**src/rtl/cmplx_mixer_pkg.sv**
```systemverilog
// Shared width arithmetic and output helpers for the complex mixer pipeline.
package cmplx_mixer_pkg;

  function automatic int prod_w(input int idat_w, input int dds_w);
    return idat_w + dds_w;
  endfunction

  function automatic int sum_w(input int idat_w, input int dds_w);
    return idat_w + dds_w + 1;
  endfunction

  // LSBs removed from each product when only the mul_w MSBs are kept.
  function automatic int drop_w(input int idat_w, input int dds_w, input int mul_w);
    return (mul_w > 0 && mul_w < idat_w + dds_w) ? idat_w + dds_w - mul_w : 0;
  endfunction

  function automatic int shift_w(input int idat_w, input int dds_w, input int mul_w);
    int sh;
    sh = dds_w - 2 - drop_w(idat_w, dds_w, mul_w);
    return (sh < 0) ? 0 : sh;
  endfunction

  function automatic logic [63:0] round_const(input int sh, input bit use_round);
    return (use_round && sh > 0) ? (64'd1 << (sh - 1)) : 64'd0;
  endfunction

  // Keeps the low w bits and sign-extends from bit w-1 (wrap, no saturation).
  function automatic logic signed [63:0] fit_odat(input logic signed [63:0] v, input int w);
    logic signed [63:0] t;
    t = v <<< (64 - w);
    return t >>> (64 - w);
  endfunction

endpackage

```
**src/rtl/cmplx_mixer_mac.sv**
```systemverilog
// Registered a*b +/- c*d with an optional sum register inside the adder.
module cmplx_mixer_mac
  import cmplx_mixer_pkg::*;
#(
  parameter int pA_W         = 16,
  parameter int pB_W         = 17,
  parameter int pMUL_W       = 0,
  parameter bit pSUB         = 1'b0,
  parameter int pUSE_DSP_ADD = 1
) (
  input  logic                        clk,
  input  logic                        reset_n,
  input  logic                        clkena,
  input  logic signed [pA_W-1:0]      a,
  input  logic signed [pB_W-1:0]      b,
  input  logic signed [pA_W-1:0]      c,
  input  logic signed [pB_W-1:0]      d,
  output logic signed [pA_W+pB_W:0]   sum
);

  localparam int P    = prod_w(pA_W, pB_W);
  localparam int S    = sum_w(pA_W, pB_W);
  localparam int DROP = drop_w(pA_W, pB_W, pMUL_W);

  logic signed [P-1:0] prod_ab;
  logic signed [P-1:0] prod_cd;
  logic signed [P-1:0] trim_ab;
  logic signed [P-1:0] trim_cd;
  logic signed [S-1:0] sum_c;

  always_ff @(posedge clk) begin
    if (!reset_n) begin
      prod_ab <= '0;
      prod_cd <= '0;
    end else if (clkena) begin
      prod_ab <= $signed({{pB_W{a[pA_W-1]}}, a}) * $signed({{pA_W{b[pB_W-1]}}, b});
      prod_cd <= $signed({{pB_W{c[pA_W-1]}}, c}) * $signed({{pA_W{d[pB_W-1]}}, d});
    end
  end

  // Truncated products keep their scale shift; the top shift is reduced to match.
  always_comb begin
    trim_ab = prod_ab >>> DROP;
    trim_cd = prod_cd >>> DROP;
    if (pSUB)
      sum_c = $signed({trim_ab[P-1], trim_ab}) - $signed({trim_cd[P-1], trim_cd});
    else
      sum_c = $signed({trim_ab[P-1], trim_ab}) + $signed({trim_cd[P-1], trim_cd});
  end

  if (pUSE_DSP_ADD != 0) begin : g_sum_reg
    logic signed [S-1:0] sum_q;
    always_ff @(posedge clk) begin
      if (!reset_n)
        sum_q <= '0;
      else if (clkena)
        sum_q <= sum_c;
    end
    assign sum = sum_q;
  end else begin : g_sum_comb
    assign sum = sum_c;
  end

endmodule

```
**src/rtl/cmplx_mixer.sv**
```systemverilog
// Pipelined complex multiply by a (optionally conjugated) phasor with unity-gain
// rescale, optional rounding and a valid shift chain matching the data latency.
module cmplx_mixer
  import cmplx_mixer_pkg::*;
#(
  parameter int pIDAT_W      = 16,
  parameter int pDDS_W       = 17,
  parameter int pODAT_W      = 18,
  parameter int pMUL_W       = 0,
  parameter int pCONJ        = 0,
  parameter int pUSE_DSP_ADD = 1,
  parameter int pUSE_ROUND   = 0
) (
  input  logic                       iclk,
  input  logic                       ireset,
  input  logic                       iclkena,
  input  logic                       ival,
  input  logic signed [pIDAT_W-1:0]  idat_re,
  input  logic signed [pIDAT_W-1:0]  idat_im,
  input  logic signed [pDDS_W-1:0]   icos,
  input  logic signed [pDDS_W-1:0]   isin,
  output logic                       oval,
  output logic signed [pODAT_W-1:0]  odat_re,
  output logic signed [pODAT_W-1:0]  odat_im
);

  localparam int S   = sum_w(pIDAT_W, pDDS_W);
  localparam int SH  = shift_w(pIDAT_W, pDDS_W, pMUL_W);
  localparam int LAT = (pUSE_DSP_ADD != 0) ? 4 : 3;
  localparam logic [63:0] RND = round_const(SH, pUSE_ROUND != 0);

  logic signed [pIDAT_W-1:0] re_q, im_q;
  logic signed [pDDS_W-1:0]  cos_q, sin_q;
  logic [LAT-1:0]            vld;

  always_ff @(posedge iclk) begin
    if (!ireset) begin
      re_q  <= '0;
      im_q  <= '0;
      cos_q <= '0;
      sin_q <= '0;
      vld   <= '0;
    end else if (iclkena) begin
      re_q  <= idat_re;
      im_q  <= idat_im;
      cos_q <= icos;
      sin_q <= isin;
      vld   <= {vld[LAT-2:0], ival};
    end
  end

  assign oval = vld[LAT-1];

  // Conjugation swaps the im-path operands so the subtract lands on re*sin.
  logic signed [pIDAT_W-1:0] im_a, im_c;
  logic signed [pDDS_W-1:0]  im_b, im_d;
  logic signed [S-1:0]       sum_re, sum_im;

  assign im_a = (pCONJ != 0) ? im_q  : re_q;
  assign im_b = (pCONJ != 0) ? cos_q : sin_q;
  assign im_c = (pCONJ != 0) ? re_q  : im_q;
  assign im_d = (pCONJ != 0) ? sin_q : cos_q;

  cmplx_mixer_mac #(
    .pA_W(pIDAT_W), .pB_W(pDDS_W), .pMUL_W(pMUL_W),
    .pSUB(pCONJ == 0), .pUSE_DSP_ADD(pUSE_DSP_ADD)
  ) u_mac_re (
    .clk(iclk), .reset_n(ireset), .clkena(iclkena),
    .a(re_q), .b(cos_q), .c(im_q), .d(sin_q), .sum(sum_re)
  );

  cmplx_mixer_mac #(
    .pA_W(pIDAT_W), .pB_W(pDDS_W), .pMUL_W(pMUL_W),
    .pSUB(pCONJ != 0), .pUSE_DSP_ADD(pUSE_DSP_ADD)
  ) u_mac_im (
    .clk(iclk), .reset_n(ireset), .clkena(iclkena),
    .a(im_a), .b(im_b), .c(im_c), .d(im_d), .sum(sum_im)
  );

  logic signed [S:0]         rnd_re, rnd_im;
  logic signed [S:0]         shr_re, shr_im;
  logic signed [63:0]        wide_re, wide_im;
  logic signed [pODAT_W-1:0] out_re, out_im;

  always_comb begin
    rnd_re  = $signed({sum_re[S-1], sum_re}) + $signed(RND[S:0]);
    rnd_im  = $signed({sum_im[S-1], sum_im}) + $signed(RND[S:0]);
    shr_re  = rnd_re >>> SH;
    shr_im  = rnd_im >>> SH;
    wide_re = {{(63-S){shr_re[S]}}, shr_re};
    wide_im = {{(63-S){shr_im[S]}}, shr_im};
    out_re  = pODAT_W'(fit_odat(wide_re, pODAT_W));
    out_im  = pODAT_W'(fit_odat(wide_im, pODAT_W));
  end

  // Output register only loads for valid samples so odat holds between them.
  always_ff @(posedge iclk) begin
    if (!ireset) begin
      odat_re <= '0;
      odat_im <= '0;
    end else if (iclkena && vld[LAT-2]) begin
      odat_re <= out_re;
      odat_im <= out_im;
    end
  end

endmodule

```
**config.mk**
```make
export PLATFORM = sky130hd
export DESIGN_NAME = cmplx_mixer
export DESIGN_NICKNAME = d
export VERILOG_FILES = /design/src/rtl/cmplx_mixer_pkg.sv /design/src/rtl/cmplx_mixer_mac.sv /design/src/rtl/cmplx_mixer.sv
export SDC_FILE = /design/constraint.sdc
export NUM_CORES = 2
export LEC_CHECK = 0
export BUFFER_PORTS_ARGS = -buffer_cell sky130_fd_sc_hd__buf_2
export CORE_MARGIN = 2
export CORE_UTILIZATION = 50
export DETAILED_ROUTE_END_ITERATION = 7
export HOLD_SLACK_MARGIN = 0.1
export PLACE_DENSITY_LB_ADDON = 0.15
export SYNTH_ARGS = -nofsm -noshare
export SYNTH_HDL_FRONTEND = slang
export SYNTH_SLANG_ARGS = --single-unit
```
**constraint.sdc**
```tcl
create_clock -name iclk -period 8.7 [get_ports iclk]
set_input_delay 0 -clock iclk [delete_from_list [all_inputs] [get_ports iclk]]
set_output_delay 0 -clock iclk [all_outputs]
set_load 0.005 [all_outputs]
```
Yosys cells after proc, flatten, opt, wreduce, memory -nomap -nowiden
Index checks and enable logic that the tools add are counted.
Widths: inputs -> output; s select.
{"block": "totals", "output_inout_bits": 37, "wordCells": 20, "reg_bits": 304}
{"block": "op_classes", "multipliers": 4, "n_reduce_logical": 1, "add_sub_neg": 2}
{"operator": "$mul 16x17->33", "n": 4}
{"operator": "$add 33x33->33", "n": 1}
{"operator": "$sub 33x33->33", "n": 1}
{"operator": "$logic_and 1x1->1", "n": 1}

Depth between registers and ports, before layout
{"block": "depth", "ltp_word": 1, "mapped_depth": 25}

Hierarchy
From an unflattened synthesis, not the netlist that was laid out.
{"block": "hier_totals", "cells_unflattened": 6096, "hier_area_um2": 55398.1}
{"module": "cmplx_mixer_mac (u_mac_re)", "area_per_inst_um2": 25694.6, "n_inst": 1, "seq_area_each_um2": 2001.9, "cells_per_inst": 2877}
{"module": "cmplx_mixer_mac (u_mac_im)", "area_per_inst_um2": 25665.9, "n_inst": 1, "seq_area_each_um2": 2001.9, "cells_per_inst": 2829}
{"module": "cmplx_mixer", "area_per_inst_um2": 4037.6, "n_inst": 1, "seq_area_each_um2": 2122.0, "cells_per_inst": 390}

Worst setup path after synthesis
No wires, ideal clock.
{"block": "synth_path", "kind": "register -> register", "startpoint": "register im_q[1], in the netlist im_c[1]", "endpoint": "register u_mac_re.prod_cd[30]", "setup_time_ns": 0.117, "period_less_slack_ns": 6.320, "required_time_ns": 8.583, "path_stages_with_launch": 22, "arrival_ns": 6.203, "setup_slack_ns": 2.380, "cell_sequence": "dfxtp_1 clkbuf_1 clkbuf_1 nand2_1 inv_1 fa_1 fa_1 fa_1 fa_1 fa_1 inv_1 fa_1 inv_1 ha_1 and4_1 nand2_1 nor3_1 o2111ai_1 a31oi_1 o211ai_1 a21o_1 a32o_1"}
{"block": "synth_via", "elab_chain_cells": 1}
{"element": "from (decl)", "line": "cmplx_mixer.sv:32", "rtl": "logic signed [pIDAT_W-1:0] re_q, im_q;"}
{"element": "from (signal assigned)", "line": "cmplx_mixer.sv:45", "rtl": "im_q <= idat_im;"}
{"element": "$mul 16x17->33", "line": "cmplx_mixer_mac.sv:37", "rtl": "prod_cd <= $signed({{pB_W{c[pA_W-1]}}, c}) * $signed({{pA_W{d[pB_W-1]}}, d});"}
{"element": "to (signal assigned)", "line": "cmplx_mixer_mac.sv:37"}
{"element": "to (decl)", "line": "cmplx_mixer_mac.sv:26", "rtl": "logic signed [P-1:0] prod_cd;"}
No other way between the ends.
A chain may end at the register's enable or synchronous reset.

Worst setup path in the final report
{"block": "layout_path", "startpoint": "register sin_q[9], in the netlist im_b[9]", "endpoint": "register u_mac_im.prod_ab[31]"}
{"block": "layout_via", "elab_chain_cells": 1}
{"element": "from (decl)", "line": "cmplx_mixer.sv:33", "rtl": "logic signed [pDDS_W-1:0] cos_q, sin_q;"}
{"element": "from (signal assigned)", "line": "cmplx_mixer.sv:47", "rtl": "sin_q <= isin;"}
{"element": "$mul 16x17->33", "line": "cmplx_mixer_mac.sv:36", "rtl": "prod_ab <= $signed({{pB_W{a[pA_W-1]}}, a}) * $signed({{pA_W{b[pB_W-1]}}, b});"}
{"element": "to (signal assigned)", "line": "cmplx_mixer_mac.sv:36"}
{"element": "to (decl)", "line": "cmplx_mixer_mac.sv:25", "rtl": "logic signed [P-1:0] prod_ab;"}
No other way between the ends.

==> metrics.txt <==
clk_lat worst skew=0.64 ns; layout net count=7,487; Crit. Startpoint=im_b[9]; Pleak=29.51 nW; GRT Overall Usage=28.62%; CORE AREA=105,300 um2; CTS tree=built; FF+latch count, synth=274; Initial DRC Count=2,465; DP Wirelength=115,800 um; Syn-to-layout area delta=7.532%; Crit path required time=9.17 ns; share of cells above drive strength 1=5.152%; commonest non-fill, non-tap cells in the layout=inv_1, fa_1, nand2_1; routed wire length per instance=19.98 um; f_max=0.1296 GHz; launch point of the worst reg-to-reg path=im_b[9]; Mean Syn Cell Area=9.003 um2; Die W=329.6 um; outcome=finished clean; Cell Area, Synth=53,010 um2; sequential share of the synthesized area=10.35%; cts bufs inserted=37; Critical Path AT=8.18 ns; Setup-failing EPs final=0; yosys warns=0; RSZ-0062 raised after global routing=no; Routed WL=146,500 um; most common cell after layout, fill and taps aside=inv_1; vias in the first global route=41,970; Clock H-tree levels=2; hold crit path type=in -> reg; CP Capture Type=flop; Cells after Synth=5,888; # diodes=0; Crit Path Class=reg -> reg; pre-CTS WS=1.229 ns; worst setup path endpoint=u_mac_im.prod_ab[31]; std cell rows=119; worst-path fanout max=16; TritonCTS Sinks=274; fraction of registers with async set/reset=0%; starting density of the core=50.36%; syn nets=7,460; post-CTS setup buffers=0; setup TNS=0 ns; crit start category=flop; Vias/cell=5.341; Power Dens Cells=121.9 nW/um2; clk_skew=0.04585 ns; Final Worst Setup Slack=0.9812 ns; routed via count=39,150; global placer's final weighted congestion=0.9207; Clock Path Buffers=3; initial antenna violation count=5; drt pass-1 iters=6; # Max-Cap Violations=0; port bufs=106; clock-pin slew on the worst setup and hold paths=0.06 ns; Post-synth top flop=dfxtp_1; clock root cell=clkbuf_16; Design Power=0.006951 W; # DRC=0; full die area=108,600 um2; pin count of the biggest net entering global routing=131; num ports=107; Tmin final=7.719 ns; r2r endpoint=u_mac_im.prod_ab[31]; Max Transition Viols Final=0; Die Span Y=329.6 um; worst-case vdd ir drop=0.0001761 V; relative slew slack=10.93%; ANT nets after route=0; final hold vios=0; GRT Residual Overflow=0; final worst path period share=88.72%; Netlist cell types=78; R2R setup slack=0.98 ns; first-pass GRT wire length=239,700 um; Slew @ Worst Pin=1.334 ns; worst-case reg-to-reg path depth=20; Post-synth EDFFs=0
[cells in the mapped netlist (16+ instances only)]
library cell / count / share of area, %
o21a_1: 29 / 0.41
xnor2_1: 98 / 1.6
o21ai_0: 110 / 1.0
clkbuf_1: 293 / 2.1
fa_1: 1104 / 42
nand3_1: 54 / 0.51
or3_1: 26 / 0.31
a32o_1: 16 / 0.30
nand2b_1: 27 / 0.32
a21o_1: 88 / 1.2
and3_1: 17 / 0.20
a21oi_1: 178 / 1.7
inv_1: 1250 / 8.9
o21bai_1: 18 / 0.25
mux2i_1: 129 / 2.4
nor3_1: 34 / 0.32
a211oi_1: 31 / 0.44
ha_1: 398 / 9.4
dfxtp_1: 274 / 10
nand2_1: 693 / 4.9
and2_1: 518 / 6.1
nor2_1: 269 / 1.9
xor2_1: 36 / 0.59
[final cells by class]
type	instances	area [um2]
Timing Repair Buffer	286	2115
Sequential cell	274	5492
Inverter	1252	4707
Clock buffer	50	1035
Fill cell	9704	48270
Tap cell	1391	1740
Multi-Input combinational cell	4064	41720
Clock inverter	14	195.2
[routing by layer]
| layer | global-route usage, % | share of wire, % |
|---|---|---|
| met5 | 0 | 0.0075 |
| met2 | 45.12 | 46 |
| met4 | 9.862 | 4.0 |
| met3 | 3.643 | 5.7 |
| met1 | 40.86 | 45 |
[worst min-delay path by stage]
| stage | from | end | slack (ns) | cells after the start |
|---|---|---|---|---|
| final | idat_im[11] | im_c[11] | 0.16 | 4 |
| after floorplan | ival | vld[0] | 0.15 | 2 |
| after CTS | idat_im[11] | im_c[11] | 0.12 | 4 |
| after detailed placement | idat_re[14] | im_a[14] | 0.24 | 3 |
| after global routing | idat_im[3] | im_c[3] | 0.17 | 4 |
| after global placement | idat_re[14] | im_a[14] | 0.23 | 3 |
[timing repair]
action,4_1_cts,5_1_grt
resized for setup,0,0
setup endpoints to repair,0,0
hold buffers,74,0
hold endpoints to repair,101,0
[report_power, final]
| group | total, W | internal [W] | switching, W | leakage, nW |
|---|---|---|---|---|
| sequential | 0.00170 | 0.00144 | 0.000260 | 2.25 |
| clock | 0.00161 | 0.000909 | 0.000697 | 0.594 |
| combinational | 0.00364 | 0.00146 | 0.00218 | 26.7 |
[cell families (layout without fill, tap and decap cells)]
kind of cell             after synthesis  in the layout  share of synthesized area [%]
AND/OR/NAND/NOR                     1711           1711                          15.57
buffers and inverters               1550           1602                          10.98
adder cells (fa/ha/maj)             1502           1502                          51.09
AO/OA/AOI/OAI                        585            585                          7.301
flip-flops                           274            274                          10.35
XOR/XNOR                             134            134                          2.214
multiplexers                         132            132                          2.500
[sequential cells by signal (all words and copies together), names as in the netlist, 17 cells and up]
register          cells
im_b                 17
u_mac_re.sum         18
odat_re              18
u_mac_im.sum         18
odat_im              18
cos_q                17
u_mac_im.prod_cd     33
u_mac_re.prod_ab     33
u_mac_re.prod_cd     33
u_mac_im.prod_ab     33
[metrics by stage]
stage | std cells | util, % | hold WS, ns | area (um2)
6_report | 7331 | 54.15 | 0.1611 | 57000
3_3_place_gp | 7193 | 52.28 | 0.2317 | 55030
5_1_grt | 7331 | 54.15 | 0.1737 | 57000
2_1_floorplan | 5888 | - | 0.1472 | 53010
3_5_place_dp | 7193 | 52.28 | 0.2417 | 55030
4_1_cts | 7331 | 54.15 | 0.1215 | 57000
[critical path: stages, from the launching register on]
cell and delay, ns:
dfxtp_1 1.20, buf_4 0.37, and2_1 0.17, fa_1 0.41, inv_1 0.08, fa_1 0.43, fa_1 0.51, inv_1 0.05
fa_1 0.50, fa_1 0.49, inv_1 0.05, fa_1 0.47, inv_1 0.04, ha_1 0.42, nand2_1 0.08, o31ai_1 0.91
o21ai_1 0.41, o311ai_1 0.54, a211oi_1 0.16, xor2_1 0.19, o21ai_0 0.09
Note: power is estimated with default switching activity, not from simulation.
